### config.mk
export PLATFORM = sky130hd
export DESIGN_NAME = input_debounce_sync
export DESIGN_NICKNAME = d
export VERILOG_FILES = /design/src/rtl/input_debounce_sync.sv
export SDC_FILE = /design/constraint.sdc
export NUM_CORES = 1
export LEC_CHECK = 0
export BUFFER_PORTS_ARGS = -buffer_cell sky130_fd_sc_hd__buf_2
export CORE_ASPECT_RATIO = 0.6
export CORE_MARGIN = 5
export CORE_UTILIZATION = 45
export CTS_BUF_LIST = sky130_fd_sc_hd__clkbuf_8
export DETAILED_ROUTE_END_ITERATION = 8
export PLACE_DENSITY_LB_ADDON = 0.12
export SYNTH_ARGS = -nofsm -noshare
export SYNTH_HDL_FRONTEND = slang
export SYNTH_SLANG_ARGS = --single-unit
### constraint.sdc
create_clock -name clk -period 2 [get_ports clk]
set_input_delay 0.1 -clock clk [delete_from_list [all_inputs] [get_ports clk]]
set_output_delay 0.1 -clock clk [all_outputs]
set_load 0.005 [all_outputs]
### src/rtl/input_debounce_sync.sv
// input_debounce_sync: synchronises a raw level and filters bounce with a
// dwell counter. Define DEBOUNCE_TOGGLE_EN to add the push-on/push-off output.
module input_debounce_sync #(
    parameter int unsigned SYNC_STAGES  = 2,
    parameter int unsigned CNT_W        = 16,
    parameter int unsigned DEBOUNCE_CNT = 50000
) (
    input  logic clk,
    input  logic rst,
    input  logic din,
    output logic dout,
    output logic rise,
    output logic fall,
`ifdef DEBOUNCE_TOGGLE_EN
    output logic toggle,
`endif
    output logic busy
);

    // Largest value the dwell counter can hold, computed wide to avoid overflow.
    localparam longint unsigned CNT_MAX = (64'd1 << CNT_W) - 64'd1;

    if (SYNC_STAGES < 2 || SYNC_STAGES > 4) begin : g_bad_sync
        $fatal(1, "input_debounce_sync: SYNC_STAGES must be 2..4");
    end

    if (DEBOUNCE_CNT < 1 || longint'(DEBOUNCE_CNT) > CNT_MAX) begin : g_bad_cnt
        $fatal(1, "input_debounce_sync: DEBOUNCE_CNT out of range");
    end

    // Terminal count: the edge at which the candidate level is accepted.
    localparam logic [CNT_W-1:0] CNT_LAST = CNT_W'(DEBOUNCE_CNT - 1);
    localparam logic [CNT_W-1:0] CNT_ONE  = CNT_W'(1);
    localparam bit               ONE_SHOT = (DEBOUNCE_CNT == 1);

    typedef enum logic [1:0] {
        STABLE_LO = 2'd0,
        WAIT_HI   = 2'd1,
        STABLE_HI = 2'd2,
        WAIT_LO   = 2'd3
    } state_t;

    logic [SYNC_STAGES-1:0] sync_q;
    logic                   s;

    state_t                 state_q;
    state_t                 state_d;
    logic [CNT_W-1:0]       cnt_q;
    logic [CNT_W-1:0]       cnt_d;
    logic                   rise_d;
    logic                   fall_d;
    logic                   dout_d;
    logic                   busy_d;

    // Synchroniser chain: the only consumer of the raw input.
    always_ff @(posedge clk or negedge rst) begin
        if (!rst) begin
            sync_q <= '0;
        end else begin
            sync_q <= {sync_q[SYNC_STAGES-2:0], din};
        end
    end

    assign s = sync_q[SYNC_STAGES-1];

    // State and dwell counter registers.
    always_ff @(posedge clk or negedge rst) begin
        if (!rst) begin
            state_q <= STABLE_LO;
            cnt_q   <= '0;
        end else begin
            state_q <= state_d;
            cnt_q   <= cnt_d;
        end
    end

    // Next state, counter update and edge-pulse decode.
    always_comb begin
        state_d = state_q;
        cnt_d   = cnt_q;
        rise_d  = 1'b0;
        fall_d  = 1'b0;
        unique case (state_q)
            STABLE_LO: begin
                cnt_d = '0;
                if (s) begin
                    if (ONE_SHOT) begin
                        state_d = STABLE_HI;
                        rise_d  = 1'b1;
                    end else begin
                        state_d = WAIT_HI;
                        cnt_d   = CNT_ONE;
                    end
                end
            end
            WAIT_HI: begin
                if (!s) begin
                    state_d = STABLE_LO;
                    cnt_d   = '0;
                end else if (cnt_q == CNT_LAST) begin
                    state_d = STABLE_HI;
                    cnt_d   = '0;
                    rise_d  = 1'b1;
                end else begin
                    cnt_d = cnt_q + CNT_ONE;
                end
            end
            STABLE_HI: begin
                cnt_d = '0;
                if (!s) begin
                    if (ONE_SHOT) begin
                        state_d = STABLE_LO;
                        fall_d  = 1'b1;
                    end else begin
                        state_d = WAIT_LO;
                        cnt_d   = CNT_ONE;
                    end
                end
            end
            WAIT_LO: begin
                if (s) begin
                    state_d = STABLE_HI;
                    cnt_d   = '0;
                end else if (cnt_q == CNT_LAST) begin
                    state_d = STABLE_LO;
                    cnt_d   = '0;
                    fall_d  = 1'b1;
                end else begin
                    cnt_d = cnt_q + CNT_ONE;
                end
            end
            default: begin
                state_d = STABLE_LO;
                cnt_d   = '0;
            end
        endcase
    end

    // Level and busy flags decoded from the upcoming state.
    always_comb begin
        dout_d = (state_d == STABLE_HI) || (state_d == WAIT_LO);
        busy_d = (state_d == WAIT_HI) || (state_d == WAIT_LO);
    end

    // Registered outputs so downstream flops see clean, glitch-free levels.
    always_ff @(posedge clk or negedge rst) begin
        if (!rst) begin
            dout <= 1'b0;
            rise <= 1'b0;
            fall <= 1'b0;
            busy <= 1'b0;
        end else begin
            dout <= dout_d;
            rise <= rise_d;
            fall <= fall_d;
            busy <= busy_d;
        end
    end

`ifdef DEBOUNCE_TOGGLE_EN
    // Push-on/push-off: flip on each accepted rising edge.
    always_ff @(posedge clk or negedge rst) begin
        if (!rst) begin
            toggle <= 1'b0;
        end else if (rise_d) begin
            toggle <= ~toggle;
        end
    end
`endif

endmodule

## Word level (Yosys, flattened, before mapping)

Index checks and enable logic that the tools add are counted.

- Input port bits: 3
- Word-level logic and storage cells: 36
- Register bits after elaboration: 24

- Mux-type cells: 18
- Reductions and logical operators: 3
- Eq/ne operators: 7
- Add/sub/neg operators: 1

Operators with widths:

| operator | number |
|---|---|
| $pmux W16 S4 | 1 |
| $mux W16 | 3 |
| $add A16 B1 Y16 const B | 1 |
| $eq A16 B16 Y1 const B | 1 |
| $mux W2 | 6 |
| $eq A2 B2 Y1 const B | 4 |
| $pmux W2 S4 | 1 |
| $mux W1 | 7 |
| $eq A2 B1 Y1 const B | 2 |
| $logic_not A2 Y1 | 1 |
| $logic_or A1 B1 Y1 | 2 |

## Depth between registers and ports, before layout

Gate-level depths: netlist of run 1.

- Depth after elaboration: 6
- Depth in mapped cells: 6

## Worst setup path before layout of run 1

No wires, ideal clock.

- Path kind: register to register
- Start point: register cnt_q[5]
- End point: register cnt_q[0]
- Period minus slack after synthesis: 1.368 ns
- Buffers on the path: 0
- Cell stages (with the launch flop): 5
- Arrival: 1.237 ns
- Library setup time: 0.131 ns
- Path slack: 0.632 ns
- Path through: dfrtp_1 > nor4_2 > nand4_2 > and2_4 > a21boi_0

- Word-level cells in the longest chain between the ends: 4
- Elaborated cells between the ends (all ways): 5
- Those cells by class: eq/ne: 1; mux: 4

Ends and longest elaborated chain:

| element | RTL line | text |
|---|---|---|
| start: declaration | 48 | `logic [CNT_W-1:0] cnt_q;` |
| start signal: assignment | 73 | `cnt_q <= cnt_d;` |
| $eq A16 B16 Y1 (*) | 100, 124 |  |
| $mux W16 (*) | 100, 124 |  |
| $mux W16, on equally long branches | 121, 97 |  |
| $pmux W16 S4 (*) | 83 | `unique case (state_q)` |
| net cnt_d[0] | 49 | `logic [CNT_W-1:0] cnt_d;` |

Mark *: on every way through the listed nets, which the timed path passes. The rest lies on a longest branch.

## Final worst setup path of run 1

- Start point: register cnt_q[0]
- End point: register cnt_q[2]

- Word-level cells in the longest chain between the ends: 4
- Elaborated cells between the ends (all ways): 6
- Those cells by class: add/sub: 1; eq/ne: 1; mux: 4

Ends and longest elaborated chain:

| element | RTL line |
|---|---|
| $add A16 B1 Y16 or $eq A16 B16 Y1 (tied branches) | -- |
| $mux W16 (*) | 100, 124 |
| $mux W16, on equally long branches | 121, 97 |
| $pmux W16 S4 (*) | 83 |
| net cnt_d[2] | 49 |

Marks and branches as above.

==> impl_metrics.ini, run 1 <==
[final_layout]
fillers = 202
antenna_cells = 0
layout-drive-gt1-share_pct = 21.9
mostFrequentLayoutCells = 23 x dfrtp_1, 17 x nor2_1, 12 x xnor2_1
regArea_um2 = 576
multi_input_area_um2 = 492
area_growth_pct = 11.5
layout.nets = 110
layout_commonest_cell = dfrtp_1

[sta]
tightest_slew_ns = 0.491
fin_crit_sh_pct = 77.7
setup_viol = 0
fin_crit_ns = 1.55
fmax_mhz = 644
hold_violations = 0
worst_slack_ns = 0.446
finalSetupTns_ns = 0
relSlewSlack_pct = 67.3
finClkSkew_ns = 0.00660
slew_violations = 0
rsz0062_at_grt = false

[clock_network]
clk_pin_slew_ns = 0.08
cts_setup_buffers = 0
cts-htree-levels = 1
cts-root-buf = clkbuf_8
cts.sinks = 23
cts_buffers = 3
clkLatencyLatePin_ns = 0.26
tritoncts = done
cts_max_path_buffers = 2

[synthesis]
synthDistinctLibCells = 23
synth_top_area_cell = dfrtp_1
ys_warn_count = 0
synth.avg_cell_area_um2 = 11.6
netlist_area_um2 = 1090
synth.net_count = 98
ys_seq_area_share_pct = 52.8
syn_inst = 94
yosys_register_bits = 23
synth_top_area_share_pct = 52.8
synth_area_leaders = dfrtp_1 53%, xnor2_1 9.6%, nor2_1 5.9%, nor4_2 5.7%, nand4_2 3.4%

[critical_path]
path_class = reg2reg
r2r_cells = 5
worstPathRequired_ns = 2.18
r2r_end = cnt_q[2]
start_kind = flop
reg2reg_slack_ns = 0.45
critPathMaxFanout = 15
r2r-start = cnt_q[0]
end_kind = flop
arrival_ns = 1.73

[floorplanning]
rows = 13
fp.dieW_um = 73.5
start_util_pct = 48.9
dieArea_um2 = 3540
core_area_um2 = 2230
io_pins = 7
die_h_um = 48.1

[global_routing]
met3_usage_pct = 4.94
grt_pass1_vias = 670
top_usage_layer = met2
grtUsageMet1_pct = 17.0
grt_pass1_wl_mm = 3.22
antenna_found_initial = 0
track_usage_pct = 12.7
use_met2_pct = 20.1
grt_max_degree = 24
grt-ovfl-total = 0

[power]
peakVddDrop_uv = 522
p_leak_nw = 0.495
p_per_area_nw_per_um2 = 641

[drt]
first_iter_violations = 21
wl_per_cell_um = 13.9
via_count = 694
routed_wirelength_mm = 1.88
viasPerCell = 5.14
first_pass_iters = 3
ant_nets = 0
drc = 0

[placed_design]
pre_cts_ws_ns = 0.435
io_buffers = 6
hpwlAfterDp_mm = 1.34
globalplace.congestion = 0.737

[flow_run]
max-cap-violations = 0

[worst_hold_path]
hp-class = in2async

[status]
status = complete, no violations
==> synth_stat cells <==
master / number
nor3_1: 4
inv_1: 4
nand3_4: 1
xor2_1: 3
mux2_2: 2
ha_1: 1
and3_1: 1
and4_1: 1
nand4_1: 2
nand2_1: 2
nand3_1: 5
nor2_1: 17
and4bb_2: 1
and2_4: 1
xnor2_1: 12
nor3b_1: 2
a21boi_0: 1
dfrtp_1: 23
nand3_2: 1
nor4_2: 5
buf_4: 1
nand4_2: 3
and4b_1: 1
==> worst max-delay path by stage <==
stage               startpoint         to  cells after the start
finish                cnt_q[0]   cnt_q[2]                      5
global route          cnt_q[0]   cnt_q[2]                      5
CTS                   cnt_q[0]   cnt_q[2]                      5
detailed placement    cnt_q[0]   cnt_q[2]                      5
global placement      cnt_q[0]  cnt_q[14]                      5
floorplan             cnt_q[5]   cnt_q[0]                      4
==> report_power, final <==
part | switching, mW | leakage, nW | internal (mW)
Sequential | 0.00571 | 0.312 | 0.470
Clock | 0.138 | 0.0269 | 0.137
Combinational | 0.0179 | 0.156 | 0.00967
Total | 0.162 | 0.495 | 0.617
==> metal layers <==
layer  vias up  share of wire (%)
met4         0               0.43
met1       337                 52
li1        348                  -
met3         2                3.9
met5         -                  0
met2         7                 43
==> worst max-delay path, stage by stage, from the launching register on <==
cell and delay [ns]:
dfrtp_1 0.42, ha_1 0.25, and3_1 0.19, nand4_1 0.12, nand3_2 0.29, nor2_1 0.21
==> area by class of cell <==
class                   instances  area share [%]
flip-flops and latches         23            47.4
well taps                      30            3.09
clock buffers                   3            3.40
repair buffers                  8            4.12
clock inverters                 1           0.309
multi-input cells              66            40.5
inverters                       4            1.24
==> what timing repair did <==
item                                   CTS  global route
hold buffers                             2             0
gates resized for setup                  0             0
endpoints found under the hold margin   24             0
==> through the flow <==
stage,std cells,utilization (%),area (um2),total power [mW],hold slack [ns]
final,135,54.5,1210,0.779,0.328
after global routing,135,54.5,1210,0.819,0.380
after CTS,135,54.5,1210,0.789,0.352
after global placement,129,51.6,1150,0.511,0.0981
after detailed placement,129,51.6,1150,0.511,0.0993
after floorplan,94,-,1090,0.497,-0.196
==> state kept, by name (all words and copies together) (netlist names) <==
signal,count
cnt_q,16
state_q,2
sync_q,2
dout,1
fall,1
rise,1
==> cell families after synthesis <==
logic type,count (synthesis),share of synthesized area [%]
buffers and inverters,5,2.07
adder cells (fa/ha/maj),1,1.15
flip-flops,23,52.8
XOR/XNOR,15,12.1
multiplexers,2,2.07
AND/OR/NAND/NOR,47,29.2
AO/OA/AOI/OAI,1,0.689
Power figures use the tool's default switching activity.
==> run 2: changes to the inputs <==
--- a/config.mk
+++ b/config.mk
@@ -5,6 +5,7 @@
 export SDC_FILE = /design/constraint.sdc
 export NUM_CORES = 1
 export LEC_CHECK = 0
+export ABC_AREA = 1
 export BUFFER_PORTS_ARGS = -buffer_cell sky130_fd_sc_hd__buf_2
 export CORE_ASPECT_RATIO = 0.6
 export CORE_MARGIN = 5
==> constraint.sdc (replaced) <==
create_clock -name clk -period 1.3 [get_ports clk]
set_input_delay 0.065 -clock clk [delete_from_list [all_inputs] [get_ports clk]]
set_output_delay 0.065 -clock clk [all_outputs]
set_load 0.005 [all_outputs]
==> run 2 against run 1 <==
Against the previous run:
- the flow now finishes with violations (negative setup slack)
- clock power grew 66%
- critical path type unchanged
- via count is 36% higher
- worst hold slack lost 0.028 ns
- flip-flop and latch count unchanged
==> impl_metrics.ini, run 2 <==
[final_layout]
layout.nets = 168
layout-drive-gt1-share_pct = 34.4
top_register = cnt_q
area_growth_pct = 36.0
reg_top3 = cnt_q x16, state_q x2, sync_q x2
antenna_cells = 0
regArea_um2 = 577
largest_register_ffs = 16
multi_input_area_um2 = 552
fillers = 194
postLayoutCellArea_um2 = 1470
mostFrequentLayoutCells = 32 x nand2_1, 23 x nor2_1, 22 x dfrtp_1
layout_commonest_cell = nand2_1

[floorplanning]
start_util_pct = 48.4
core_area_um2 = 2230
die_h_um = 47.9
fp.dieW_um = 73.2
rows = 13
dieArea_um2 = 3510
io_pins = 7

[drt]
wl_per_cell_um = 13.7
ant_nets = 0
first_iter_violations = 103
routed_wirelength_mm = 2.65
viasPerCell = 4.89
drc = 0
via_count = 944
first_pass_iters = 4

[sta]
rsz0062_at_grt = true
fin_crit_ns = 1.34
tightest_slew_ns = 0.526
setup_viol = 14
finClkSkew_ns = 0.00981
worst_slack_ns = -0.0420
hold_violations = 0
relSlewSlack_pct = 64.9
fmax_mhz = 745
slew_violations = 0
fin_crit_sh_pct = 103

[critical_path]
cpPeakStageDelay_ns = 0.43
critPathMaxFanout = 11
startpoint = cnt_q[0]
worstPathRequired_ns = 1.49
r2r_cells = 6
arrival_ns = 1.54
start_kind = flop
cp_cell_sequence = ha_4 > nand3_2 > nor2_4 > a21oi_4 > clkinv_4 > nor2_1
slowest_stage = dfrtp_1
end_kind = flop
r2r-start = cnt_q[0]
path_class = reg2reg

[synthesis]
synth_top_area_share_pct = 53.4
yosysMostFrequentCell = nand2_1
synth-edff-count = 0
synth_area_leaders = dfrtp_1 53%, nand2_1 12%, nor2_1 11%, inv_1 4.2%, xor2_1 4.1%
ys_warn_count = 0
netlist_area_um2 = 1080
synth.net_count = 136
synthArstFlopShare_pct = 100
yosys-top-cells-count = 35 x nand2_1, 33 x nor2_1, 23 x dfrtp_1, 12 x inv_1, 7 x nand3_1
syn_inst = 132
synthDistinctLibCells = 17
yosys_register_bits = 23
synth_top_area_cell = dfrtp_1
synth_flop_cell = dfrtp_1
ys_seq_area_share_pct = 53.4
synth.avg_cell_area_um2 = 8.17

[clock_network]
clkLatencyLatePin_ns = 0.27
cts-root-buf = clkbuf_8
cts-htree-levels = 1
tritoncts = done
cts_buffers = 3
clk_pin_slew_ns = 0.09
cts.sinks = 23
cts_max_path_buffers = 2

[power]
peakVddDrop_uv = 710
p_per_area_nw_per_um2 = 861
total_power_mw = 1.26
p_leak_nw = 0.685

[placed_design]
place_area_um2 = 1230
globalplace.congestion = 0.756
hpwlAfterDp_mm = 1.72
io_buffers = 6

[status]
status = finished with violations
violations = negative setup slack

[global_routing]
grt_pass1_vias = 938
track_usage_pct = 17.5
antenna_found_initial = 0
grt_pass1_wl_mm = 4.44
grt_max_degree = 24
grt-ovfl-total = 0

[worst_hold_path]
hp-class = in2async

[flow_run]
max-cap-violations = 0
==> run 2: cell count changes after synthesis, moves of 3 or more <==
cell | previous run | this run
nor4_2 | 5 | 0
nand4_2 | 3 | 0
xnor2_1 | 12 | 2
nand2_1 | 2 | 35
a21oi_1 | 0 | 3
nor2_1 | 17 | 33
nor3_1 | 4 | 0
inv_1 | 4 | 12
o21ai_0 | 0 | 3
==> run 2: worst max-delay path: cells and delay by family, from the launching register on <==
family	cells	cell delay [ns]
AOI/OAI and AO/OA	1	0.20
adders and majority gates	1	0.19
buffers and inverters	1	0.16
DFF	1	0.43
and+or+nand+nor	3	0.28
==> run 2: final timing paths <==
kind	to	slack, ns
setup reg to reg	cnt_q[11]	-0.04
hold reg to reg	sync_q[1]	0.36
setup / recovery	cnt_q[11]	-0.04
min in group clk	sync_q[1]	0.36
hold / removal	cnt_q[14]	0.30
max in group asynchronous	cnt_q[2]	0.62
==> run 2: power by group <==
part	total (mW)	switching [mW]	internal (mW)	leakage (nW)
Sequential	0.735	0.0116	0.724	0.311
Clock	0.456	0.242	0.214	0.0255
Combinational	0.0710	0.0424	0.0286	0.349
==> run 2: what timing repair did <==
action | 4_1_cts | 5_1_grt
gates resized for setup | 16 | 15
hold buffers | 2 | 0
setup endpoints to repair | 21 | 21
setup buffers | 5 | 3
endpoints found under the hold margin | 24 | 0
pin swaps | 5 | 4
==> run 2: layer usage <==
layer  wire length (um)  vias to the layer above  GRT usage [%]
met1               1230                      462           23.5
met2               1300                       14           27.7
met5                  0                        -              0
met3                102                        2           5.87
met4                 13                        0           4.41
li1                   -                      466              -
==> run 2: metrics by stage <==
step	hold WS, ns	instances	setup WS, ns	TNS [ns]	util, %
after global routing	0.370	193	-0.102	-1.23	65.8
after global placement	0.0712	179	-0.0974	-1.02	55.2
after CTS	0.319	190	-0.00541	-0.00787	62.7
after floorplan	-0.231	132	0.000753	0	-
after detailed placement	0.0775	179	-0.157	-2.02	55.2
final	0.300	193	-0.0420	-0.219	65.8
==> run 2: cell type report <==
| type | instances | share of cell area [%] |
|---|---|---|
| Tap cell | 30 | 2.56 |
| Clock buffer | 3 | 2.82 |
| Clock inverter | 1 | 0.341 |
| Timing Repair Buffer | 28 | 13.7 |
| Multi-Input combinational cell | 95 | 37.6 |
| Inverter | 13 | 3.67 |
| Sequential cell | 23 | 39.3 |
==> run 2: logic make-up (layout without fill, tap and decap cells) <==
logic type	Yosys count	count (layout)	share of synthesized area (%)
AND/OR/NAND/NOR	78	78	29.2
flip-flops	23	23	53.4
buffers and inverters	14	45	5.57
AO/OA/AOI/OAI	9	9	4.99
XOR/XNOR	7	7	5.68
adder cells (fa/ha/maj)	1	1	1.16
==> run 3: changes to the inputs <==
--- a/config.mk
+++ b/config.mk
@@ -5,7 +5,6 @@
 export SDC_FILE = /design/constraint.sdc
 export NUM_CORES = 1
 export LEC_CHECK = 0
-export ABC_AREA = 1
 export BUFFER_PORTS_ARGS = -buffer_cell sky130_fd_sc_hd__buf_2
 export CORE_ASPECT_RATIO = 0.6
 export CORE_MARGIN = 5
==> run 3 against run 2 <==
Against the previous run:
- the flow still finishes with violations (negative setup slack)
- via count decreased by 10%
- die area is 0.87% higher
- clock power is 4.6% lower
- first-iteration DRC count down 29%
- clock-buffer cell count unchanged
- largest cell class is now multi-input combinational cells
==> impl_metrics.ini, run 3 (synthesis results as in run 1) <==
[clock_network]
cts_buffers = 3
cts-root-buf = clkbuf_8
tritoncts = done
cts.sinks = 23
clk_pin_slew_ns = 0.08
clkLatencyLatePin_ns = 0.27
cts-htree-levels = 1
cts_max_path_buffers = 2

[drt]
via_count = 848
drt-met1-wl_mm = 1.22
wl_per_cell_um = 15.8
first_pass_iters = 4
routed_wirelength_mm = 2.50
met3_wirelength_um = 127
wl_met2_mm = 1.12
ant_nets = 0
dr.max_layer_used = met4
viasPerCell = 5.37
drc = 0
first_iter_violations = 73

[power]
seqPwrFrac_pct = 58.5
p_int_mw = 0.977
p_per_area_nw_per_um2 = 787
p_leak_nw = 0.700
clkPwrFrac_pct = 34.7
swShare_pct = 22.1
peakVddDrop_uv = 627
total_power_mw = 1.25
p_sw_mw = 0.277
p_comb_share_pct = 6.8

[final_layout]
top_register = cnt_q
antenna_cells = 0
fin_cells = 158
postLayoutCellArea_um2 = 1590
area_growth_pct = 46.3
layout-drive-gt1-share_pct = 53.1
largest_register_ffs = 16
reg_top3 = cnt_q x16, state_q x2, sync_q x2
postLayoutCoreUtil_pct = 71.5
mostFrequentLayoutCells = 20 x dfrtp_1, 17 x buf_4, 12 x xnor2_1
layout_commonest_cell = dfrtp_1
layout.nets = 133

[critical_path]
arrival_ns = 1.58
path_class = reg2reg
r2r-start = cnt_q[7]
slowest_stage = dfrtp_1
worstPathRequired_ns = 1.46
cp_cell_sequence = nor4_4 > nand4_1 > nand3_2 > clkbuf_16 > nor2_1
r2r_cells = 5
cpPeakStageDelay_ns = 0.42
reg2reg_slack_ns = -0.12
start_kind = flop
r2r_end = cnt_q[7]
critPathMaxFanout = 7
end_kind = flop

[floorplanning]
dieArea_um2 = 3540
die_h_um = 48.1
rows = 13
fp.dieW_um = 73.5
io_pins = 7
start_util_pct = 48.9
core_area_um2 = 2230

[global_routing]
antenna_found_initial = 0
grt-ovfl-total = 0
track_usage_pct = 15.9
grt_pass1_wl_mm = 4.13
grt_max_degree = 24
grt_pass1_vias = 845

[worst_hold_path]
hp-class = in2async

[placed_design]
pre_cts_ws_ns = -0.0916
place_area_um2 = 1320
io_buffers = 6
globalplace.congestion = 0.761
hpwlAfterDp_mm = 1.57
dp.cells = 149

[sta]
fin_crit_ns = 1.42
finalSetupTns_ns = -1.82
slew_violations = 0
fmax_mhz = 706
finClkSkew_ns = 0.00376
relSlewSlack_pct = 66.1
worst_slack_ns = -0.116
hold_violations = 0
rsz0062_at_grt = true
whs_ns = 0.290
tightest_slew_ns = 0.509
setup_viol = 18
fin_crit_sh_pct = 109

[flow_run]
max-cap-violations = 0

[status]
violations = negative setup slack
status = finished with violations
## run 3: changes by cell type in the layout (fill, tap and decap cells not counted), moves of 3 or more
cell     change
nand2_1     -30
nor2_1      -16
xnor2_1     +10
inv_1        -5
nor4_4       +5
a21oi_1      -3
buf_4        -3
buf_6        +3
nand4_4      +3
nor2_4       -3
## run 3: area by class of cell
| cell class | count | area (um2) |
|---|---|---|
| sequential | 23 | 579 |
| clock inverter | 1 | 3.75 |
| fill | 145 | 634 |
| multi-input combinational | 67 | 661 |
| clock buffer | 3 | 41.3 |
| timing repair buffer | 30 | 256 |
| tap | 30 | 37.5 |
| inverter | 4 | 15.0 |
## run 3: timing repair
item | 4_1_cts | 5_1_grt
hold endpoints to repair | 24 | 0
hold buffers | 2 | 0
gates resized for setup | 14 | 22
cloned | 1 | 1
setup endpoints to repair | 19 | 21
buffers inserted | 1 | 0
pin swaps | 5 | 14
## run 3: critical path: cells and delay by family, from the launching register on
family / cells / cell delay (ns)
buffers and inverters: 1 / 0.17
DFF: 1 / 0.42
and+or+nand+nor: 4 / 0.72
## run 3: metal layers
metal,vias to the layer above,track usage [%]
li1,398,-
met1,430,22.5
met2,16,23.8
met3,4,4.94
met4,0,5.05
met5,-,0
## run 3: worst max path at each step
stage / from / to / slack, ns / cells after the start
after floorplan: cnt_q[11] / dout / -0.04 / 3
after global placement: cnt_q[0] / cnt_q[12] / -0.07 / 5
after detailed placement: cnt_q[0] / cnt_q[12] / -0.09 / 5
after CTS: cnt_q[7] / state_q[1] / -0.06 / 3
after global routing: cnt_q[0] / state_q[1] / -0.16 / 4
final: cnt_q[7] / cnt_q[7] / -0.12 / 5
## run 3: power by group through the flow
stage	Clock (mW)	Combinational [mW]	Sequential [mW]
floorplan	0	0.0210	0.745
global placement	0	0.0627	0.745
detailed placement	0	0.0637	0.745
CTS	0.448	0.0719	0.733
global route	0.479	0.0950	0.736
finish	0.435	0.0858	0.734
